File: src/rtl/nbody_step_sequencer_if.sv
// Control/status bundle between the bus register file and the n-body step sequencer.
// The master drives the command side; the sequencer (slave) drives every strobe and address.
interface nbody_step_sequencer_if #(
    parameter int BODY_ADDR_WIDTH = 9,
    parameter int STEP_WIDTH      = 16
);
    logic                       start;
    logic                       abort;
    logic                       done_ack;
    logic [BODY_ADDR_WIDTH:0]   num_bodies;
    logic [STEP_WIDTH-1:0]      num_steps;
    logic                       skip_self;

    logic                       pair_valid;
    logic [BODY_ADDR_WIDTH-1:0] pair_i;
    logic [BODY_ADDR_WIDTH-1:0] pair_j;
    logic                       acc_valid;
    logic [BODY_ADDR_WIDTH-1:0] acc_i;
    logic                       acc_row_last;
    logic                       vel_wr_en;
    logic [BODY_ADDR_WIDTH-1:0] vel_wr_addr;
    logic                       pos_rd_valid;
    logic [BODY_ADDR_WIDTH-1:0] pos_rd_addr;
    logic                       pos_wr_en;
    logic [BODY_ADDR_WIDTH-1:0] pos_wr_addr;
    logic                       first_step;
    logic                       busy;
    logic                       done;
    logic [STEP_WIDTH-1:0]      step_count;

    modport master (
        output start, abort, done_ack, num_bodies, num_steps, skip_self,
        input  pair_valid, pair_i, pair_j, acc_valid, acc_i, acc_row_last,
               vel_wr_en, vel_wr_addr, pos_rd_valid, pos_rd_addr, pos_wr_en,
               pos_wr_addr, first_step, busy, done, step_count
    );

    modport slave (
        input  start, abort, done_ack, num_bodies, num_steps, skip_self,
        output pair_valid, pair_i, pair_j, acc_valid, acc_i, acc_row_last,
               vel_wr_en, vel_wr_addr, pos_rd_valid, pos_rd_addr, pos_wr_en,
               pos_wr_addr, first_step, busy, done, step_count
    );
endinterface

File: src/rtl/nbody_step_sequencer.sv
// Leapfrog step sequencer: issues all-pairs acceleration reads, then per-body position
// updates, for S steps; downstream strobes come from fixed-latency shift registers.
module nbody_step_sequencer #(
    parameter int BODIES          = 512,
    parameter int BODY_ADDR_WIDTH = $clog2(BODIES),
    parameter int STEP_WIDTH      = 16,
    parameter int ACCL_LATENCY    = 137,
    parameter int ADD_LATENCY     = 20
) (
    input  logic                  clk,
    input  logic                  rst,
    nbody_step_sequencer_if.slave ctl
);
    localparam int AW    = BODY_ADDR_WIDTH;
    localparam int NW    = AW + 1;
    localparam int DRAIN = ACCL_LATENCY + ADD_LATENCY;
    localparam int CW    = $clog2(DRAIN + 1);

    typedef enum logic [2:0] {IDLE, ACCEL_ISSUE, ACCEL_DRAIN, POS_ISSUE, POS_DRAIN, DONE} state_t;

    state_t                state_reg, state_next;
    logic [NW-1:0]         n_reg, n_next;
    logic [STEP_WIDTH-1:0] s_reg, s_next;
    logic                  skip_reg, skip_next;
    logic                  pair_valid_reg, pair_valid_next;
    logic [AW-1:0]         pair_i_reg, pair_i_next;
    logic [AW-1:0]         pair_j_reg, pair_j_next;
    logic                  pos_rd_valid_reg, pos_rd_valid_next;
    logic [AW-1:0]         pos_rd_addr_reg, pos_rd_addr_next;
    logic [CW-1:0]         cnt_reg, cnt_next;
    logic [STEP_WIDTH-1:0] step_count_reg, step_count_next;
    logic                  first_step_reg, first_step_next;

    logic [NW-1:0] i_ext, j_ext, j_inc;
    logic          row_last, last_pair, line_clear;

    assign i_ext = {1'b0, pair_i_reg};
    assign j_ext = {1'b0, pair_j_reg};
    // With self-pair skipping the final row stops at N-2 because its own slot is N-1.
    assign row_last  = (j_ext + NW'(1) == n_reg) ||
                       (skip_reg && (i_ext + NW'(1) == n_reg) && (j_ext + NW'(2) == n_reg));
    assign last_pair = row_last && (i_ext + NW'(1) == n_reg);
    assign j_inc     = (skip_reg && (j_ext + NW'(1) == i_ext)) ? j_ext + NW'(2) : j_ext + NW'(1);
    assign line_clear = rst | ctl.abort;

    always_comb begin
        state_next        = state_reg;
        n_next            = n_reg;
        s_next            = s_reg;
        skip_next         = skip_reg;
        pair_valid_next   = 1'b0;
        pair_i_next       = pair_i_reg;
        pair_j_next       = pair_j_reg;
        pos_rd_valid_next = 1'b0;
        pos_rd_addr_next  = pos_rd_addr_reg;
        cnt_next          = cnt_reg;
        step_count_next   = step_count_reg;
        first_step_next   = first_step_reg;
        if (ctl.abort) begin
            state_next       = IDLE;
            pair_i_next      = '0;
            pair_j_next      = '0;
            pos_rd_addr_next = '0;
            cnt_next         = '0;
            first_step_next  = 1'b0;
        end else begin
            case (state_reg)
                IDLE: begin
                    if (ctl.start) begin
                        step_count_next = '0;
                        if (ctl.num_bodies >= NW'(2) && ctl.num_steps != '0) begin
                            n_next          = ctl.num_bodies;
                            s_next          = ctl.num_steps;
                            skip_next       = ctl.skip_self;
                            first_step_next = 1'b1;
                            state_next      = ACCEL_ISSUE;
                            pair_valid_next = 1'b1;
                            pair_i_next     = '0;
                            pair_j_next     = AW'(ctl.skip_self);
                        end else begin
                            state_next = DONE;
                        end
                    end
                end
                ACCEL_ISSUE: begin
                    if (last_pair) begin
                        state_next = ACCEL_DRAIN;
                        cnt_next   = '0;
                    end else begin
                        pair_valid_next = 1'b1;
                        if (row_last) begin
                            pair_i_next = pair_i_reg + AW'(1);
                            pair_j_next = '0;
                        end else begin
                            pair_j_next = j_inc[AW-1:0];
                        end
                    end
                end
                ACCEL_DRAIN: begin
                    if (cnt_reg == CW'(DRAIN - 1)) begin
                        state_next        = POS_ISSUE;
                        pos_rd_valid_next = 1'b1;
                        pos_rd_addr_next  = '0;
                    end else begin
                        cnt_next = cnt_reg + CW'(1);
                    end
                end
                POS_ISSUE: begin
                    if ({1'b0, pos_rd_addr_reg} + NW'(1) == n_reg) begin
                        state_next = POS_DRAIN;
                        cnt_next   = '0;
                    end else begin
                        pos_rd_valid_next = 1'b1;
                        pos_rd_addr_next  = pos_rd_addr_reg + AW'(1);
                    end
                end
                POS_DRAIN: begin
                    if (cnt_reg == CW'(ADD_LATENCY)) begin
                        step_count_next = step_count_reg + STEP_WIDTH'(1);
                        first_step_next = 1'b0;
                        if (step_count_reg + STEP_WIDTH'(1) == s_reg) begin
                            state_next = DONE;
                        end else begin
                            state_next      = ACCEL_ISSUE;
                            pair_valid_next = 1'b1;
                            pair_i_next     = '0;
                            pair_j_next     = AW'(skip_reg);
                        end
                    end else begin
                        cnt_next = cnt_reg + CW'(1);
                    end
                end
                DONE: begin
                    if (ctl.done_ack) state_next = IDLE;
                end
                default: state_next = IDLE;
            endcase
        end
    end

    always_ff @(posedge clk) begin
        if (rst) begin
            state_reg        <= IDLE;
            n_reg            <= '0;
            s_reg            <= '0;
            skip_reg         <= 1'b0;
            pair_valid_reg   <= 1'b0;
            pair_i_reg       <= '0;
            pair_j_reg       <= '0;
            pos_rd_valid_reg <= 1'b0;
            pos_rd_addr_reg  <= '0;
            cnt_reg          <= '0;
            step_count_reg   <= '0;
            first_step_reg   <= 1'b0;
        end else begin
            state_reg        <= state_next;
            n_reg            <= n_next;
            s_reg            <= s_next;
            skip_reg         <= skip_next;
            pair_valid_reg   <= pair_valid_next;
            pair_i_reg       <= pair_i_next;
            pair_j_reg       <= pair_j_next;
            pos_rd_valid_reg <= pos_rd_valid_next;
            pos_rd_addr_reg  <= pos_rd_addr_next;
            cnt_reg          <= cnt_next;
            step_count_reg   <= step_count_next;
            first_step_reg   <= first_step_next;
        end
    end

    // Delay lines free-run through every state; only rst/abort flush them.
    genvar gi;
    generate
        for (gi = 0; gi < ACCL_LATENCY; gi++) begin : g_acc
            logic [AW+1:0] stage;
            if (gi == 0) begin : g_head
                always_ff @(posedge clk) begin
                    if (line_clear) stage <= '0;
                    else stage <= {pair_valid_reg, pair_valid_reg & row_last, pair_i_reg};
                end
            end else begin : g_tail
                always_ff @(posedge clk) begin
                    if (line_clear) stage <= '0;
                    else stage <= g_acc[gi-1].stage;
                end
            end
        end

        for (gi = 0; gi < ADD_LATENCY; gi++) begin : g_vel
            logic [AW:0] stage;
            if (gi == 0) begin : g_head
                always_ff @(posedge clk) begin
                    if (line_clear) stage <= '0;
                    else stage <= {ctl.acc_valid & ctl.acc_row_last, ctl.acc_i};
                end
            end else begin : g_tail
                always_ff @(posedge clk) begin
                    if (line_clear) stage <= '0;
                    else stage <= g_vel[gi-1].stage;
                end
            end
        end

        for (gi = 0; gi < ADD_LATENCY + 1; gi++) begin : g_pos
            logic [AW:0] stage;
            if (gi == 0) begin : g_head
                always_ff @(posedge clk) begin
                    if (line_clear) stage <= '0;
                    else stage <= {pos_rd_valid_reg, pos_rd_addr_reg};
                end
            end else begin : g_tail
                always_ff @(posedge clk) begin
                    if (line_clear) stage <= '0;
                    else stage <= g_pos[gi-1].stage;
                end
            end
        end
    endgenerate

    assign ctl.pair_valid   = pair_valid_reg;
    assign ctl.pair_i       = pair_i_reg;
    assign ctl.pair_j       = pair_j_reg;
    assign ctl.acc_valid    = g_acc[ACCL_LATENCY-1].stage[AW+1];
    assign ctl.acc_row_last = g_acc[ACCL_LATENCY-1].stage[AW];
    assign ctl.acc_i        = g_acc[ACCL_LATENCY-1].stage[AW-1:0];
    assign ctl.vel_wr_en    = g_vel[ADD_LATENCY-1].stage[AW];
    assign ctl.vel_wr_addr  = g_vel[ADD_LATENCY-1].stage[AW-1:0];
    assign ctl.pos_rd_valid = pos_rd_valid_reg;
    assign ctl.pos_rd_addr  = pos_rd_addr_reg;
    assign ctl.pos_wr_en    = g_pos[ADD_LATENCY].stage[AW];
    assign ctl.pos_wr_addr  = g_pos[ADD_LATENCY].stage[AW-1:0];
    assign ctl.first_step   = first_step_reg;
    assign ctl.busy         = (state_reg != IDLE) && (state_reg != DONE);
    assign ctl.done         = (state_reg == DONE);
    assign ctl.step_count   = step_count_reg;
endmodule

File: src/flat_wrapper.sv
// flat-port wrapper written by rule: the top's interface ports become plain ports
module nbody_step_sequencer_flat 
#(
    parameter int BODIES          = 512,
    parameter int BODY_ADDR_WIDTH = $clog2(BODIES),
    parameter int STEP_WIDTH      = 16,
    parameter int ACCL_LATENCY    = 137,
    parameter int ADD_LATENCY     = 20
)
  (clk, rst, ctl_start, ctl_abort, ctl_done_ack, ctl_num_bodies, ctl_num_steps, ctl_skip_self, ctl_pair_valid, ctl_pair_i, ctl_pair_j, ctl_acc_valid, ctl_acc_i, ctl_acc_row_last, ctl_vel_wr_en, ctl_vel_wr_addr, ctl_pos_rd_valid, ctl_pos_rd_addr, ctl_pos_wr_en, ctl_pos_wr_addr, ctl_first_step, ctl_busy, ctl_done, ctl_step_count);
  nbody_step_sequencer_if #(.BODY_ADDR_WIDTH(BODY_ADDR_WIDTH), .STEP_WIDTH(STEP_WIDTH)) ctl_i ();
  input  logic clk;
  input  logic rst;
  input wire logic [$bits(ctl_i.start)-1:0] ctl_start;
  input wire logic [$bits(ctl_i.abort)-1:0] ctl_abort;
  input wire logic [$bits(ctl_i.done_ack)-1:0] ctl_done_ack;
  input wire logic [$bits(ctl_i.num_bodies)-1:0] ctl_num_bodies;
  input wire logic [$bits(ctl_i.num_steps)-1:0] ctl_num_steps;
  input wire logic [$bits(ctl_i.skip_self)-1:0] ctl_skip_self;
  output wire logic [$bits(ctl_i.pair_valid)-1:0] ctl_pair_valid;
  output wire logic [$bits(ctl_i.pair_i)-1:0] ctl_pair_i;
  output wire logic [$bits(ctl_i.pair_j)-1:0] ctl_pair_j;
  output wire logic [$bits(ctl_i.acc_valid)-1:0] ctl_acc_valid;
  output wire logic [$bits(ctl_i.acc_i)-1:0] ctl_acc_i;
  output wire logic [$bits(ctl_i.acc_row_last)-1:0] ctl_acc_row_last;
  output wire logic [$bits(ctl_i.vel_wr_en)-1:0] ctl_vel_wr_en;
  output wire logic [$bits(ctl_i.vel_wr_addr)-1:0] ctl_vel_wr_addr;
  output wire logic [$bits(ctl_i.pos_rd_valid)-1:0] ctl_pos_rd_valid;
  output wire logic [$bits(ctl_i.pos_rd_addr)-1:0] ctl_pos_rd_addr;
  output wire logic [$bits(ctl_i.pos_wr_en)-1:0] ctl_pos_wr_en;
  output wire logic [$bits(ctl_i.pos_wr_addr)-1:0] ctl_pos_wr_addr;
  output wire logic [$bits(ctl_i.first_step)-1:0] ctl_first_step;
  output wire logic [$bits(ctl_i.busy)-1:0] ctl_busy;
  output wire logic [$bits(ctl_i.done)-1:0] ctl_done;
  output wire logic [$bits(ctl_i.step_count)-1:0] ctl_step_count;
  assign ctl_i.start = ctl_start;
  assign ctl_i.abort = ctl_abort;
  assign ctl_i.done_ack = ctl_done_ack;
  assign ctl_i.num_bodies = ctl_num_bodies;
  assign ctl_i.num_steps = ctl_num_steps;
  assign ctl_i.skip_self = ctl_skip_self;
  assign ctl_pair_valid = ctl_i.pair_valid;
  assign ctl_pair_i = ctl_i.pair_i;
  assign ctl_pair_j = ctl_i.pair_j;
  assign ctl_acc_valid = ctl_i.acc_valid;
  assign ctl_acc_i = ctl_i.acc_i;
  assign ctl_acc_row_last = ctl_i.acc_row_last;
  assign ctl_vel_wr_en = ctl_i.vel_wr_en;
  assign ctl_vel_wr_addr = ctl_i.vel_wr_addr;
  assign ctl_pos_rd_valid = ctl_i.pos_rd_valid;
  assign ctl_pos_rd_addr = ctl_i.pos_rd_addr;
  assign ctl_pos_wr_en = ctl_i.pos_wr_en;
  assign ctl_pos_wr_addr = ctl_i.pos_wr_addr;
  assign ctl_first_step = ctl_i.first_step;
  assign ctl_busy = ctl_i.busy;
  assign ctl_done = ctl_i.done;
  assign ctl_step_count = ctl_i.step_count;
  nbody_step_sequencer #(.BODIES(BODIES), .BODY_ADDR_WIDTH(BODY_ADDR_WIDTH), .STEP_WIDTH(STEP_WIDTH), .ACCL_LATENCY(ACCL_LATENCY), .ADD_LATENCY(ADD_LATENCY)) u_core (.clk(clk), .rst(rst), .ctl(ctl_i));
endmodule
File: config.mk
export PLATFORM = sky130hd
export DESIGN_NAME = nbody_step_sequencer_flat
export DESIGN_NICKNAME = d
export VERILOG_FILES = /design/src/rtl/nbody_step_sequencer_if.sv /design/src/rtl/nbody_step_sequencer.sv /design/src/flat_wrapper.sv
export SDC_FILE = /design/constraint.sdc
export NUM_CORES = 2
export LEC_CHECK = 0
export ABC_AREA = 1
export BUFFER_PORTS_ARGS = -buffer_cell sky130_fd_sc_hd__buf_4
export CAP_MARGIN = 10
export CORE_AREA = 2 2 367 369
export CTS_BUF_LIST = sky130_fd_sc_hd__clkbuf_8
export DETAILED_ROUTE_END_ITERATION = 7
export DIE_AREA = 0 0 369 371
export PLACE_DENSITY = 0.58
export SLEW_MARGIN = 20
export SYNTH_ARGS = -nofsm -noshare
export SYNTH_HDL_FRONTEND = slang
export SYNTH_SLANG_ARGS = --single-unit
File: constraint.sdc
create_clock -name clk -period 4 [get_ports clk]
set_clock_uncertainty 0.05 [all_clocks]
set_input_delay 0.4 -clock clk [delete_from_list [all_inputs] [get_ports clk]]
set_output_delay 0.4 -clock clk [all_outputs]
set_load 0.05 [all_outputs]
==> results.yml <==
pwr:
  power.switching_mw: 7.93
  clock_power_share_pct: 44.9
  p_leak_nw: 25.0
  p_seq_share_pct: 53.0
  power.total_mw: 37.8
  intPower_mw: 29.8
  switching_share_pct: 21.0
  powerDensity_mw_per_mm2: 545
  ir_drop_v: 0.000388
  p_comb_share_pct: 2.0
yosys:
  synth_top_area_share_pct: 67.5
  ys.warnings.count: 0
  yosysSeqAreaShare_pct: 67.5
  avgSynthCellArea_um2: 8.58
  ys.flop_type: "dfxtp_1"
  yosysMostFrequentCell: "nor2_1"
  netlist_area_mm2: 0.0593
  synth_cells: 6913
  ys_seq_elements: 2001
  syn_nets: 6952
  ys_async_sr_fraction_pct: 0
  yosys.cell_types.count: 43
  synth-edff-count: 0
  synth_top_cell_by_area: "dfxtp_1"
  synth_commonest_cells: "2056 x nor2_1, 2007 x inv_1, 2001 x dfxtp_1, 298 x nand2_1, 228 x clkbuf_1"
  synth_area_leaders: "dfxtp_1 68%, nor2_1 13%, inv_1 13%, nand2_1 1.9%, clkbuf_1 1.4%"
layout:
  reg.largest.list: "u_core.g_acc.stage: 1507 flops, u_core.g_pos.stage: 210 flops, u_core.g_vel.stage: 200 flops"
  syn_to_final_growth_pct: 16.7
  regMostFlops: "u_core.g_acc.stage"
  n_fill_cell: 12700
  drive_above_1_share_pct: 8.83
  nets: 7273
  largest_reg_flops: 1507
  final_cells: 9233
critical_path:
  crit_type: "flip-flop to flip-flop"
  worstRegToRegCells: 11
  critical_path.max_fanout: 36
  worstPathRequired_ns: 4.87
  cp_top_family: "buffers and inverters"
  startpoint_type: "flip-flop"
  path_depth: 11
  cp.arrival_ns: 4.32
  crit_buf_inv: 5
  r2r_end: "u_core.s_reg[7]"
  max_stage_delay_ns: 0.64
  cp_common_cell: "nor2_1"
  path_cells: "nor2_1 > inv_1 > nor2_1 > inv_1 > nor2_1 > nand2_1 > nor2_1 > clkinvlp_4 > buf_4 > a211oi_1 > dlygate4sd3_1"
  critical-path-slowest-cell: "clkinvlp_4"
  rr_startpoint: "u_core.state_reg[0]"
  endpoint_kind: "flip-flop"
  r2r_setup_slack_ns: 0.54
floorplanning:
  start_util_pct: 44.7
  die_h_um: 371
  core_mm2: 0.133
  num_rows: 134
  die_w_um: 369
  fp.dieArea_mm2: 0.137
  ios: 111
min_path:
  hp-class: "flip-flop to flip-flop"
  whs_endpoint: "u_core.g_acc[11].stage[9]"
  min_from: "u_core.g_acc[10].stage[9]"
  min_path_cells: 2
sta:
  worstMarginPinSlew_ns: 0.643
  setup_tns_ns: 0
  finalHoldViolCount: 0
  fin_crit_sh_pct: 86.5
  maxSlewHeadroom_pct: 57.1
  final.min_clock_period_ns: 3.46
  setup_viol: 0
  fmax_ghz: 0.289
  rsz0062_at_grt: "false"
  finalMaxSlewViolations: 0
  hold_slack_ns: 0.291
drt:
  wire_per_inst_um: 9.51
  drt.antenna.violating_nets: 0
  drt_iter0_markers: 1694
  dr.pass1.iters: 7
  routed_wl_mm: 87.8
  num_vias: 36100
  post-route-drc-count: 0
  vias_per_cell: 3.91
place:
  dp.cells: 8610
  place_hpwl_mm: 49.6
  place.gp.congestion: 0.851
  io_buffers: 110
global_route:
  track_usage_pct: 13.2
  first_global_vias: 34500
  grt_pass1_wl_mm: 155
  grt_max_degree: 152
  grt_antenna_before_repair: 3
  grt-ovfl-total: 0
status:
  outcome: "finished, final reports clean"
clock_network:
  cts.path.max_buffers: 4
  clkLatencyLatePin_ns: 0.98
  cts.clk_slew.worst_paths_ns: 0.06
  cts-root-buf: "clkbuf_8"
  cts-buffers-inserted: 327
  h-tree-depth: 5
  cts_tree: "built"
  cts_sinks: 2001
flow_run:
  maxCapViolCount: 0
area by class of cell:
class                   instances  area, um^2  area share [%]
clock buffers                 421        5790            8.37
clock inverters               136         671           0.968
repair buffers                231        2170            3.13
flip-flops and latches       2001       40100            57.8
diodes                          3        7.51          0.0108
well taps                    1768        2210            3.19
inverters                    2018        7590            11.0
multi-input cells            2655       10800            15.5
worst max path at each step:
stage	endpoint	slack [ns]	start
floorplan	u_core.ctl.pair_j[0]	1.35	u_core.ctl.pair_j[1]
CTS	u_core.s_reg[12]	0.44	u_core.state_reg[0]
global route	u_core.s_reg[14]	0.24	u_core.state_reg[0]
detailed placement	u_core.ctl.pair_j[6]	0.86	u_core.ctl.pair_j[1]
global placement	u_core.ctl.pair_j[6]	0.86	u_core.ctl.pair_j[1]
finish	u_core.s_reg[7]	0.54	u_core.state_reg[0]
worst register-to-register path: stages, from the launching register on:
cell	delay [ns]
dfxtp_1	0.34
nor2_1	0.12
inv_1	0.06
nor2_1	0.15
inv_1	0.10
nor2_1	0.13
nand2_1	0.15
nor2_1	0.40
clkinvlp_4	0.64
buf_4	0.41
a211oi_1	0.25
dlygate4sd3_1	0.60
timing repair:
item | CTS | global route
endpoints found under the setup margin | 0 | 3
hold endpoints to repair | 69 | 0
setup buffers | 0 | 0
resized for setup | 0 | 1
hold buffers | 63 | 0
layout by cell type, fill, tap and decap left out, types with 4 or more instances in the layout:
master	synthesis	layout
o21ai_1	6	6
ha_1	7	7
clkinvlp_4	0	5
nand2_1	298	298
clkinv_2	0	16
nor2_1	2056	2056
buf_12	0	22
inv_2	8	7
o21ai_0	18	18
dfxtp_1	2001	2001
nor3_1	10	10
xor2_1	18	18
nand3_1	96	96
dlygate4sd3_1	0	63
o31ai_1	6	6
nand4_1	16	16
buf_4	2	146
clkbuf_8	0	421
a21oi_1	44	44
nor2_2	5	5
bufinv_16	0	4
nor4_1	4	4
nor2_4	5	5
nand2_2	10	10
inv_1	2007	2115
a211oi_1	25	25
nand3_2	6	6
layer usage:
metal | routed length [um] | track usage (%) | vias to the layer above
li1 | - | - | 19700
met1 | 43800 | 17.0 | 15600
met2 | 36200 | 20.2 | 554
met3 | 5350 | 4.64 | 211
met4 | 2410 | 5.49 | 0
met5 | 0 | 0 | -
power by group through the flow:
stage	Sequential (mW)	Combinational [mW]	Clock [mW]
floorplan	20.4	0.483	0
global placement	20.5	0.726	0
detailed placement	20.5	0.726	0
CTS	20.0	0.780	17.7
global route	20.0	0.858	18.7
finish	20.0	0.769	17.0
per-stage QoR:
stage,setup slack (ns),area (um^2),util [%]
2_1_floorplan,1.35,59300,-
3_3_place_gp,0.861,62200,46.8
3_5_place_dp,0.857,62200,46.8
4_1_cts,0.443,69200,52.2
5_1_grt,0.242,69300,52.2
6_report,0.542,69300,52.2
logic make-up after synthesis:
family	Yosys count	share of synthesized area [%]
fa+ha+maj	7	0.148
compound gates	107	1.07
xor+xnor	23	0.386
buf+inv	2257	14.3
simple gates	2518	16.5
flops	2001	67.5
Power figures use the tool's default switching activity.
